[src/rtl/demosaic_window.sv]
// Streaming Bayer demosaic over a 2x2 window (A B / C D).
// A one-line buffer supplies the row above, registers hold the left
// neighbours, and each accepted sample D=(x,y) yields RGB two edges later
// when the output mode selects that position.
module demosaic_window #(
  parameter int WIDTH   = 320,
  parameter int HEIGHT  = 240,
  parameter int DATA_W  = 8,
  parameter int PATTERN = 0,
  parameter int MODE    = 0
) (
  input  logic              clk,
  input  logic              reset,
  input  logic [DATA_W-1:0] iData,
  input  logic              iValid,
  input  logic              iSof,
  output logic [DATA_W-1:0] oR,
  output logic [DATA_W-1:0] oG,
  output logic [DATA_W-1:0] oB,
  output logic              oValid,
  output logic              oSof,
  output logic              oEof
);

  localparam int XW = (WIDTH > 1) ? $clog2(WIDTH) : 1;
  localparam int YW = (HEIGHT > 1) ? $clog2(HEIGHT) : 1;

  localparam logic [XW-1:0] X_LAST   = XW'(WIDTH - 1);
  localparam logic [YW-1:0] Y_LAST   = YW'(HEIGHT - 1);
  localparam logic [1:0]    PAT_BITS = 2'(PATTERN);

  // Colour of D in RGGB terms after folding in the CFA phase:
  // bit 1 = odd row (blue row), bit 0 = odd column.
  typedef enum logic [1:0] {
    PH_R  = 2'b00,
    PH_GR = 2'b01,
    PH_GB = 2'b10,
    PH_B  = 2'b11
  } phase_e;

  // Truncating average with one guard bit so the carry is not lost.
  function automatic logic [DATA_W-1:0] avg(input logic [DATA_W-1:0] p,
                                            input logic [DATA_W-1:0] q);
    logic [DATA_W:0] sum;
    sum = {1'b0, p} + {1'b0, q};
    return sum[DATA_W:1];
  endfunction

  // ---------------------------------------------------------------------
  // Input stage: position tracking
  // ---------------------------------------------------------------------
  logic [XW-1:0] x_q;
  logic [YW-1:0] y_q;
  logic [XW-1:0] cur_x;
  logic [YW-1:0] cur_y;
  logic [XW-1:0] nxt_x;
  logic [YW-1:0] nxt_y;
  logic          accept;
  logic          emit;
  logic          at_first;
  logic          at_last;
  phase_e        cur_phase;

  // Reset blocks acceptance so nothing reaches the line buffer or pipeline.
  assign accept = iValid && reset;

  // Position of the current sample (iSof resyncs it to the origin) and
  // the position the next sample will take.
  // NOTE: every signal driven here gets a default first, so no path can
  // leave a value unassigned and infer a latch.
  always_comb begin
    cur_x = x_q;
    cur_y = y_q;
    if (iSof) begin
      cur_x = '0;
      cur_y = '0;
    end
    nxt_x = cur_x + XW'(1);
    nxt_y = cur_y;
    if (cur_x == X_LAST) begin
      nxt_x = '0;
      nxt_y = (cur_y == Y_LAST) ? '0 : cur_y + YW'(1);
    end
  end

  // Which positions produce an output, and the frame markers.
  always_comb begin
    emit = 1'b0;
    if (MODE == 0) begin
      emit = cur_x[0] && cur_y[0];
    end else begin
      emit = (cur_x != '0) && (cur_y != '0);
    end
    at_first  = (cur_x == XW'(1)) && (cur_y == YW'(1));
    at_last   = (cur_x == X_LAST) && (cur_y == Y_LAST);
    cur_phase = phase_e'({cur_y[0] ^ PAT_BITS[1], cur_x[0] ^ PAT_BITS[0]});
  end

  // Raster counters advance only on accepted samples.
  // NOTE: sequential state uses non-blocking assignments so every register
  // samples pre-edge values, independent of statement order.
  always_ff @(posedge clk) begin
    if (!reset) begin
      x_q <= '0;
      y_q <= '0;
    end else if (accept) begin
      x_q <= nxt_x;
      y_q <= nxt_y;
    end
  end

  // ---------------------------------------------------------------------
  // Line buffer: read-before-write at the same column gives B=(x,y-1)
  // ---------------------------------------------------------------------
  logic [DATA_W-1:0] line_mem [WIDTH];
  logic [DATA_W-1:0] above_q;

  // Line buffer write and synchronous read on each accept.
  // NOTE: the RAM and its read register are deliberately not reset; row 0
  // never emits, so stale contents are overwritten before they matter.
  always_ff @(posedge clk) begin
    if (accept) begin
      above_q         <= line_mem[cur_x];
      line_mem[cur_x] <= iData;
    end
  end

  // ---------------------------------------------------------------------
  // Stage 1: window registers (A, C, D) and control flags
  // ---------------------------------------------------------------------
  logic [DATA_W-1:0] d_q;
  logic [DATA_W-1:0] c_q;
  logic [DATA_W-1:0] a_q;
  phase_e            s1_phase;
  logic              s1_valid;
  logic              s1_sof;
  logic              s1_eof;

  // Left neighbours shift on accept; the flags advance every cycle so
  // input gaps become output gaps.
  always_ff @(posedge clk) begin
    if (!reset) begin
      d_q      <= '0;
      c_q      <= '0;
      a_q      <= '0;
      s1_phase <= PH_R;
      s1_valid <= 1'b0;
      s1_sof   <= 1'b0;
      s1_eof   <= 1'b0;
    end else begin
      if (accept) begin
        d_q      <= iData;
        c_q      <= d_q;
        a_q      <= above_q;
        s1_phase <= cur_phase;
      end
      s1_valid <= accept && emit;
      s1_sof   <= accept && emit && at_first;
      s1_eof   <= accept && emit && at_last;
    end
  end

  // ---------------------------------------------------------------------
  // Stage 2: channel assignment from the window
  // ---------------------------------------------------------------------
  logic [DATA_W-1:0] win_r;
  logic [DATA_W-1:0] win_g;
  logic [DATA_W-1:0] win_b;

  // Pick R/G/B out of A, B(above_q), C, D by the colour of D.
  always_comb begin
    win_r = d_q;
    win_g = avg(above_q, c_q);
    win_b = a_q;
    unique case (s1_phase)
      PH_R: begin
        win_r = d_q;
        win_b = a_q;
        win_g = avg(above_q, c_q);
      end
      PH_B: begin
        win_r = a_q;
        win_b = d_q;
        win_g = avg(above_q, c_q);
      end
      PH_GR: begin
        win_r = c_q;
        win_b = above_q;
        win_g = avg(a_q, d_q);
      end
      PH_GB: begin
        win_r = above_q;
        win_b = c_q;
        win_g = avg(a_q, d_q);
      end
    endcase
  end

  logic [DATA_W-1:0] s2_r;
  logic [DATA_W-1:0] s2_g;
  logic [DATA_W-1:0] s2_b;
  logic              s2_valid;
  logic              s2_sof;
  logic              s2_eof;

  // Capture the computed pixel before the window registers move on.
  always_ff @(posedge clk) begin
    if (!reset) begin
      s2_r     <= '0;
      s2_g     <= '0;
      s2_b     <= '0;
      s2_valid <= 1'b0;
      s2_sof   <= 1'b0;
      s2_eof   <= 1'b0;
    end else begin
      if (s1_valid) begin
        s2_r <= win_r;
        s2_g <= win_g;
        s2_b <= win_b;
      end
      s2_valid <= s1_valid;
      s2_sof   <= s1_sof;
      s2_eof   <= s1_eof;
    end
  end

  // ---------------------------------------------------------------------
  // Output register: colour holds while idle, markers pulse with oValid
  // ---------------------------------------------------------------------
  always_ff @(posedge clk) begin
    if (!reset) begin
      oR     <= '0;
      oG     <= '0;
      oB     <= '0;
      oValid <= 1'b0;
      oSof   <= 1'b0;
      oEof   <= 1'b0;
    end else begin
      if (s2_valid) begin
        oR <= s2_r;
        oG <= s2_g;
        oB <= s2_b;
      end
      oValid <= s2_valid;
      oSof   <= s2_valid && s2_sof;
      oEof   <= s2_valid && s2_eof;
    end
  end

endmodule

[config.mk]
export PLATFORM = sky130hd
export DESIGN_NAME = demosaic_window
export DESIGN_NICKNAME = d
export VERILOG_FILES = /design/src/rtl/demosaic_window.sv
export SDC_FILE = /design/constraint.sdc
export NUM_CORES = 2
export LEC_CHECK = 0
export BUFFER_PORTS_ARGS = -buffer_cell sky130_fd_sc_hd__buf_2
export CELL_PAD_IN_SITES_DETAIL_PLACEMENT = 0
export CELL_PAD_IN_SITES_GLOBAL_PLACEMENT = 1
export CORE_MARGIN = 2
export CORE_UTILIZATION = 58
export DETAILED_ROUTE_END_ITERATION = 16
export PLACE_DENSITY = 0.85
export SETUP_SLACK_MARGIN = 0.05
export SYNTH_ARGS = -nofsm -noshare
export SYNTH_HDL_FRONTEND = slang
export SYNTH_SLANG_ARGS = --single-unit
[constraint.sdc]
create_clock -name clk -period 8.35 [get_ports clk]
set_input_delay 0.4175 -clock clk [delete_from_list [all_inputs] [get_ports clk]]
set_output_delay 0.4175 -clock clk [all_outputs]
set_load 0.005 [all_outputs]
# After elaboration in Yosys (flattened, before gate mapping)
# Memory sizes are Yosys's and may differ from the RTL's. A register that Yosys moved wholly into a read port is not among the register bits.
# Cells that the tools add are included.
[word_totals]
register_bits = 100
ram_bits = 2560
in_bits = 12
out_inout_bits = 27
word_cells = 55
memories = 1
[mem_list]
columns = ["name", "words", "width", "read_ports", "rd_ports_with_merged_regs", "write_ports", "line_no", "rtl"]
rows = [
  ["line_mem", 320, 8, 1, 1, 1, "115", "logic [DATA_W-1:0] line_mem [WIDTH];"],
]
[classes]
n_addsub = 4
eq_ne = 7
n_mux = 10
n_reduce_logical = 12
[ops]
columns = ["op", "n"]
rows = [
  ["case mux 8 bit (4 select lines)", 2],
  ["2-to-1 mux 8 bit", 3],
  ["adder 8 x 8 -> 9 bit", 2],
  ["2-to-1 mux 9 bit", 2],
  ["case mux 8 bit (2 select lines)", 1],
  ["adder 9 x 1 -> 9 bit (second input constant)", 1],
  ["equality test 9 x 1 -> 1 bit (second input constant)", 1],
  ["equality test 9 bit (second input constant)", 1],
  ["logical AND 1 bit", 9],
  ["adder 8 x 1 -> 8 bit (second input constant)", 1],
  ["equality test 8 x 1 -> 1 bit (second input constant)", 1],
  ["equality test 8 bit (second input constant)", 1],
  ["equality test 2 bit (second input constant)", 2],
  ["OR reduction 2 bit", 2],
  ["equality test 2 x 1 -> 1 bit (second input constant)", 1],
  ["zero test 2 bit", 1],
  ["2-to-1 mux 1 bit", 2],
]

# Logic depth before layout (Yosys ltp)
[depth]
depth_word = 4
mapped_depth = 16
mapped_depth_nobuf = 10

# Worst setup path before layout
# No wires, ideal clock.
[synth_path]
path_type = "input to register"
startpoint = "in iSof"
endpoint = "mem line_mem[143][0] (enable)"
setup_time_ns = 0.370
t_arrival_ns = 2.890
required_time_ns = 7.980
setup_slack_ns = 5.090
path_stages = 12
n_path_buf = 6
path_cell_list = "nand2b_4 inv_2 buf_6 buf_2 buf_2 buf_2 buf_1 ha_1 and3_1 nand2_1 clkbuf_1 nor2_1"
[synth_between]
elab_chain_cells = 1
[synth_rtl]
columns = ["element", "line_no", "rtl"]
rows = [
  ["start, declared", "16", "input logic iSof,"],
  ["2-to-1 mux 9 bit", "74", "if (iSof) begin"],
  ["via cur_x[0]", "54", "logic [XW-1:0] cur_x;"],
  ["end, declared", "115", ""],
]
# The timed path passes the listed nets, and every way through them passes these cells.

# Worst setup path in the final report
[layout_path]
startpoint = "reg x_q[1]"
endpoint = "reg above_q[6] (read register of line_mem), data pin"
[layout_between]
elab_chain_cells = 1
[layout_rtl]
columns = ["element", "line_no", "rtl"]
rows = [
  ["start, declared", "52", "logic [XW-1:0] x_q;"],
  ["start signal, assigned", "107", "x_q <= nxt_x;"],
  ["2-to-1 mux 9 bit", "74", ""],
  ["end, declared", "116", "logic [DATA_W-1:0] above_q;"],
]
# No other way between the ends.
# A chain may end at the register's enable or synchronous reset.

==> impl_metrics.ini <==
[setup_path]
timing.critical_path.slowest_cell_delay_ns = 0.94
worstSetupPathDepth = 10
path_class = register to register
critical-path-top-delay-family = buffers and inverters
sequence_of_cells_on_the_critical_path = inv_4, nor2_8, inv_8, buf_12, and3_1, a211oi_1, nor4_1, o22ai_1, o21ai_0, nand3_1
timing.rr.end = above_q[6]
crit_path_end_kind = register
worst-endpoint-required_ns = 8.96
crit_path_start_kind = register
timing.reg2reg.setup_slack_ns = 2.70
critical_path.n_buffers_inverters = 3
crit_end = above_q[6]
timing.critical_path.fanout_max = 171
cp_data_arrival_time_ns = 6.26
rr_worst_depth = 10
timing.rr.start = x_q[1]
cpMaxStageDelayCell = sky130_fd_sc_hd__o21ai_0
critPathLaunch = x_q[1]

[timing]
tightestPinTransition_ns = 1.402
max_clock_freq_ghz = 0.1771
grt_setup_unrepaired = false
worst_slew_margin_relative_to_its_limit_pct = 5.678
hold_slack_ns = -0.009939
setup_viol = 0
finalWorstSetupSlack_ns = 2.703
fin_worst_skew_ns = 0.06855
final_hold_viol_count = 2
final_period_minus_worst_setup_slack_ns = 5.647
fin_crit_sh_pct = 67.63
timing.setup.tns_ns = 0
total_count_of_max_transition_violations_in_the_final_report = 0

[synth]
synth_fp_nets = 7391
synth_top_area_cell = sky130_fd_sc_hd__edfxtp_1
synthesis.area_mm2 = 0.1073
synth.top_cell.area_share_pct = 71.89
netlist-cell-type-count = 65
synth_top_cells_by_area = sky130_fd_sc_hd__edfxtp_1 (72%), sky130_fd_sc_hd__nand2_1 (3.9%), sky130_fd_sc_hd__a211oi_1 (3.1%), sky130_fd_sc_hd__mux2i_1 (3.0%), sky130_fd_sc_hd__nor2b_1 (2.5%)
asyncSetResetFlopFracSynth_pct = 0
synth.avg_cell_area_um2 = 14.59
ys_seq_elements = 2668
synth_edf_count = 2568
synth_top_flop_cell = sky130_fd_sc_hd__edfxtp_1
synth_cells = 7353
synth-warning-count = 0
proportion_of_synthesized_chip_area_in_sequential_cells_pct = 73.76

[clock_tree]
worstSkewPairLatency_ns = 0.94
cts_tree = yes
cts_buffer_depth = 4
ctsHtreeMaxLevel = 5
clock-root-buffer = sky130_fd_sc_hd__clkbuf_16
tritoncts.num_buffers = 282
path_clk_slew_ns = 0.06
tritoncts_num_sinks = 2668
cts_repair_resize_count = 0

[placement]
hpwl_after_dpl_um = 164800
dpl_worst_slack_ns = 2.825
place.port_buffers = 38
gpl.final_weighted_congestion = 0.8764

[finish]
register_ranked_first_by_flip_flop_count = line_mem
final_nets = 7282
largest_register_ff_count = 2560
area_growth_syn_to_layout_pct = 9.750
mostFrequentLayoutCell = sky130_fd_sc_hd__edfxtp_1
top_regs = line_mem (2560), x_q (9)
final_layout_size_suffix_gt1_share_pct = 8.852
final_cell_mix = sky130_fd_sc_hd__edfxtp_1 (2568), sky130_fd_sc_hd__nand2_1 (1103), sky130_fd_sc_hd__a211oi_1 (441)

[drt]
routed_via_density = 6.663
drtAntennaViolNets = 0
wl_per_cell_um = 29.38
first_pass_drt_iterations = 6
detail_route.iter0.violations = 9461
detail_route.drc_violations = 0
drt-total-wl_um = 290600
detailroute.via_count = 65900

[die]
initial_core_util_pct = 58.46
top_level_ports = 39
die-height_um = 434.0
placementRows = 157
core_region_area_mm2 = 0.1835
fp.dieW_um = 434.0
dieArea_mm2 = 0.1884

[power]
leakage_nw = 36.94
power_density_mw_per_mm2 = 233.8
max-vdd-ir-drop_v = 0.0001944

[hold_path]
kind_of_path_behind_the_tightest_hold_check = input port to register

[global_route]
first_pass_grt_wire_length_um = 422500
largest_net_degree_at_the_start_of_global_routing = 172
first_global_vias = 62300
antenna_found_initial = 8
grt.total_usage_pct = 30.68
gr-total-overflow = 0

[outcome]
violations = hold timing
outcome = complete, but fails checks

[job]
drv.max_cap_violation_count = 0
## cells by family (layout without fill, tap and decap cells)
logic type,count (synthesis),in the layout,share of synthesized area (%)
compound gates,1473,1473,9.908
simple gates,2175,2175,9.234
mux,413,413,4.070
other cells,0,4,0
xor+xnor,16,16,0.1306
flops,2668,2668,73.76
buf+inv,582,651,2.584
fa+ha+maj,26,26,0.3173
## metrics by stage
step                cell area, µm²  power, mW  utilization [%]  hold WS (ns)  cells
floorplan                   107300      15.58                -        0.4119   7353
global placement            109300      16.03            59.56        0.4308   9422
detailed placement          109300      16.05            59.57        0.4304   9422
CTS                         117700      27.55            64.16       0.01228   9886
global route                117700      28.15            64.16       0.02230   9886
finish                      117700      27.52            64.16     -0.009939   9890
## how the worst min path moves through the flow
stage / cells after the start / slack [ns] / startpoint / end
finish: 1 / -0.01 / iData[4] / line_mem[35][4]
global route: 1 / 0.02 / iData[2] / line_mem[150][2]
CTS: 1 / 0.01 / iData[2] / line_mem[150][2]
detailed placement: 1 / 0.43 / s1_eof / s2_eof
global placement: 1 / 0.43 / s1_eof / s2_eof
floorplan: 1 / 0.41 / s1_eof / s2_eof
## routing by layer
metal / global-route usage (%) / vias up / wire length [µm]
met3: 6.149 / 737 / 31600
met1: 43.06 / 32930 / 111500
met4: 14.13 / 4 / 14550
met2: 46.69 / 4055 / 132900
li1: - / 28180 / -
met5: 0 / - / 21
## layout make-up
type	instances	area, µm²
Tap cell	2464	3083
Sequential cell	2668	79120
Multi-Input combinational cell	4103	25550
Fill cell	12980	65750
Timing Repair Buffer	172	1469
Antenna cell	4	10.01
Inverter	17	81.33
Clock buffer	359	7513
Clock inverter	103	894.6
## worst reg2reg max path: stages, from the launching register on
cell and delay [ns]:
sky130_fd_sc_hd__dfxtp_4 0.35, sky130_fd_sc_hd__inv_4 0.62, sky130_fd_sc_hd__nor2_8 0.32, sky130_fd_sc_hd__inv_8 0.76
sky130_fd_sc_hd__buf_12 0.74, sky130_fd_sc_hd__and3_1 0.35, sky130_fd_sc_hd__a211oi_1 0.05, sky130_fd_sc_hd__nor4_1 0.82
sky130_fd_sc_hd__o22ai_1 0.25, sky130_fd_sc_hd__o21ai_0 0.94, sky130_fd_sc_hd__nand3_1 0.17
## Yosys cell counts, types with 52 or more instances
cell type	count
sky130_fd_sc_hd__o21ai_0	213
sky130_fd_sc_hd__nand2_1	1122
sky130_fd_sc_hd__nor4_1	93
sky130_fd_sc_hd__nand3_1	70
sky130_fd_sc_hd__dfxtp_1	100
sky130_fd_sc_hd__a21oi_1	97
sky130_fd_sc_hd__mux2i_1	318
sky130_fd_sc_hd__clkbuf_1	213
sky130_fd_sc_hd__buf_4	52
sky130_fd_sc_hd__edfxtp_1	2568
sky130_fd_sc_hd__o22ai_1	85
sky130_fd_sc_hd__o221ai_1	60
sky130_fd_sc_hd__and3_1	67
sky130_fd_sc_hd__a211oi_1	441
sky130_fd_sc_hd__mux2_2	85
sky130_fd_sc_hd__nor2_1	336
sky130_fd_sc_hd__a31oi_1	135
sky130_fd_sc_hd__nor2b_1	432
sky130_fd_sc_hd__buf_2	269
sky130_fd_sc_hd__a311oi_1	295
## power breakdown
part,switching (mW),internal [mW],total (mW)
clock network,4.92,6.81,11.7
registers,0.0190,14.7,14.7
logic,0.819,0.279,1.10
total,5.76,21.8,27.5
## repair_timing
action,4_1_cts,5_1_grt
endpoints found under the hold margin,61,0
buffers inserted,0,0
hold buffers,2,0
Power figures use the tool's default switching activity.
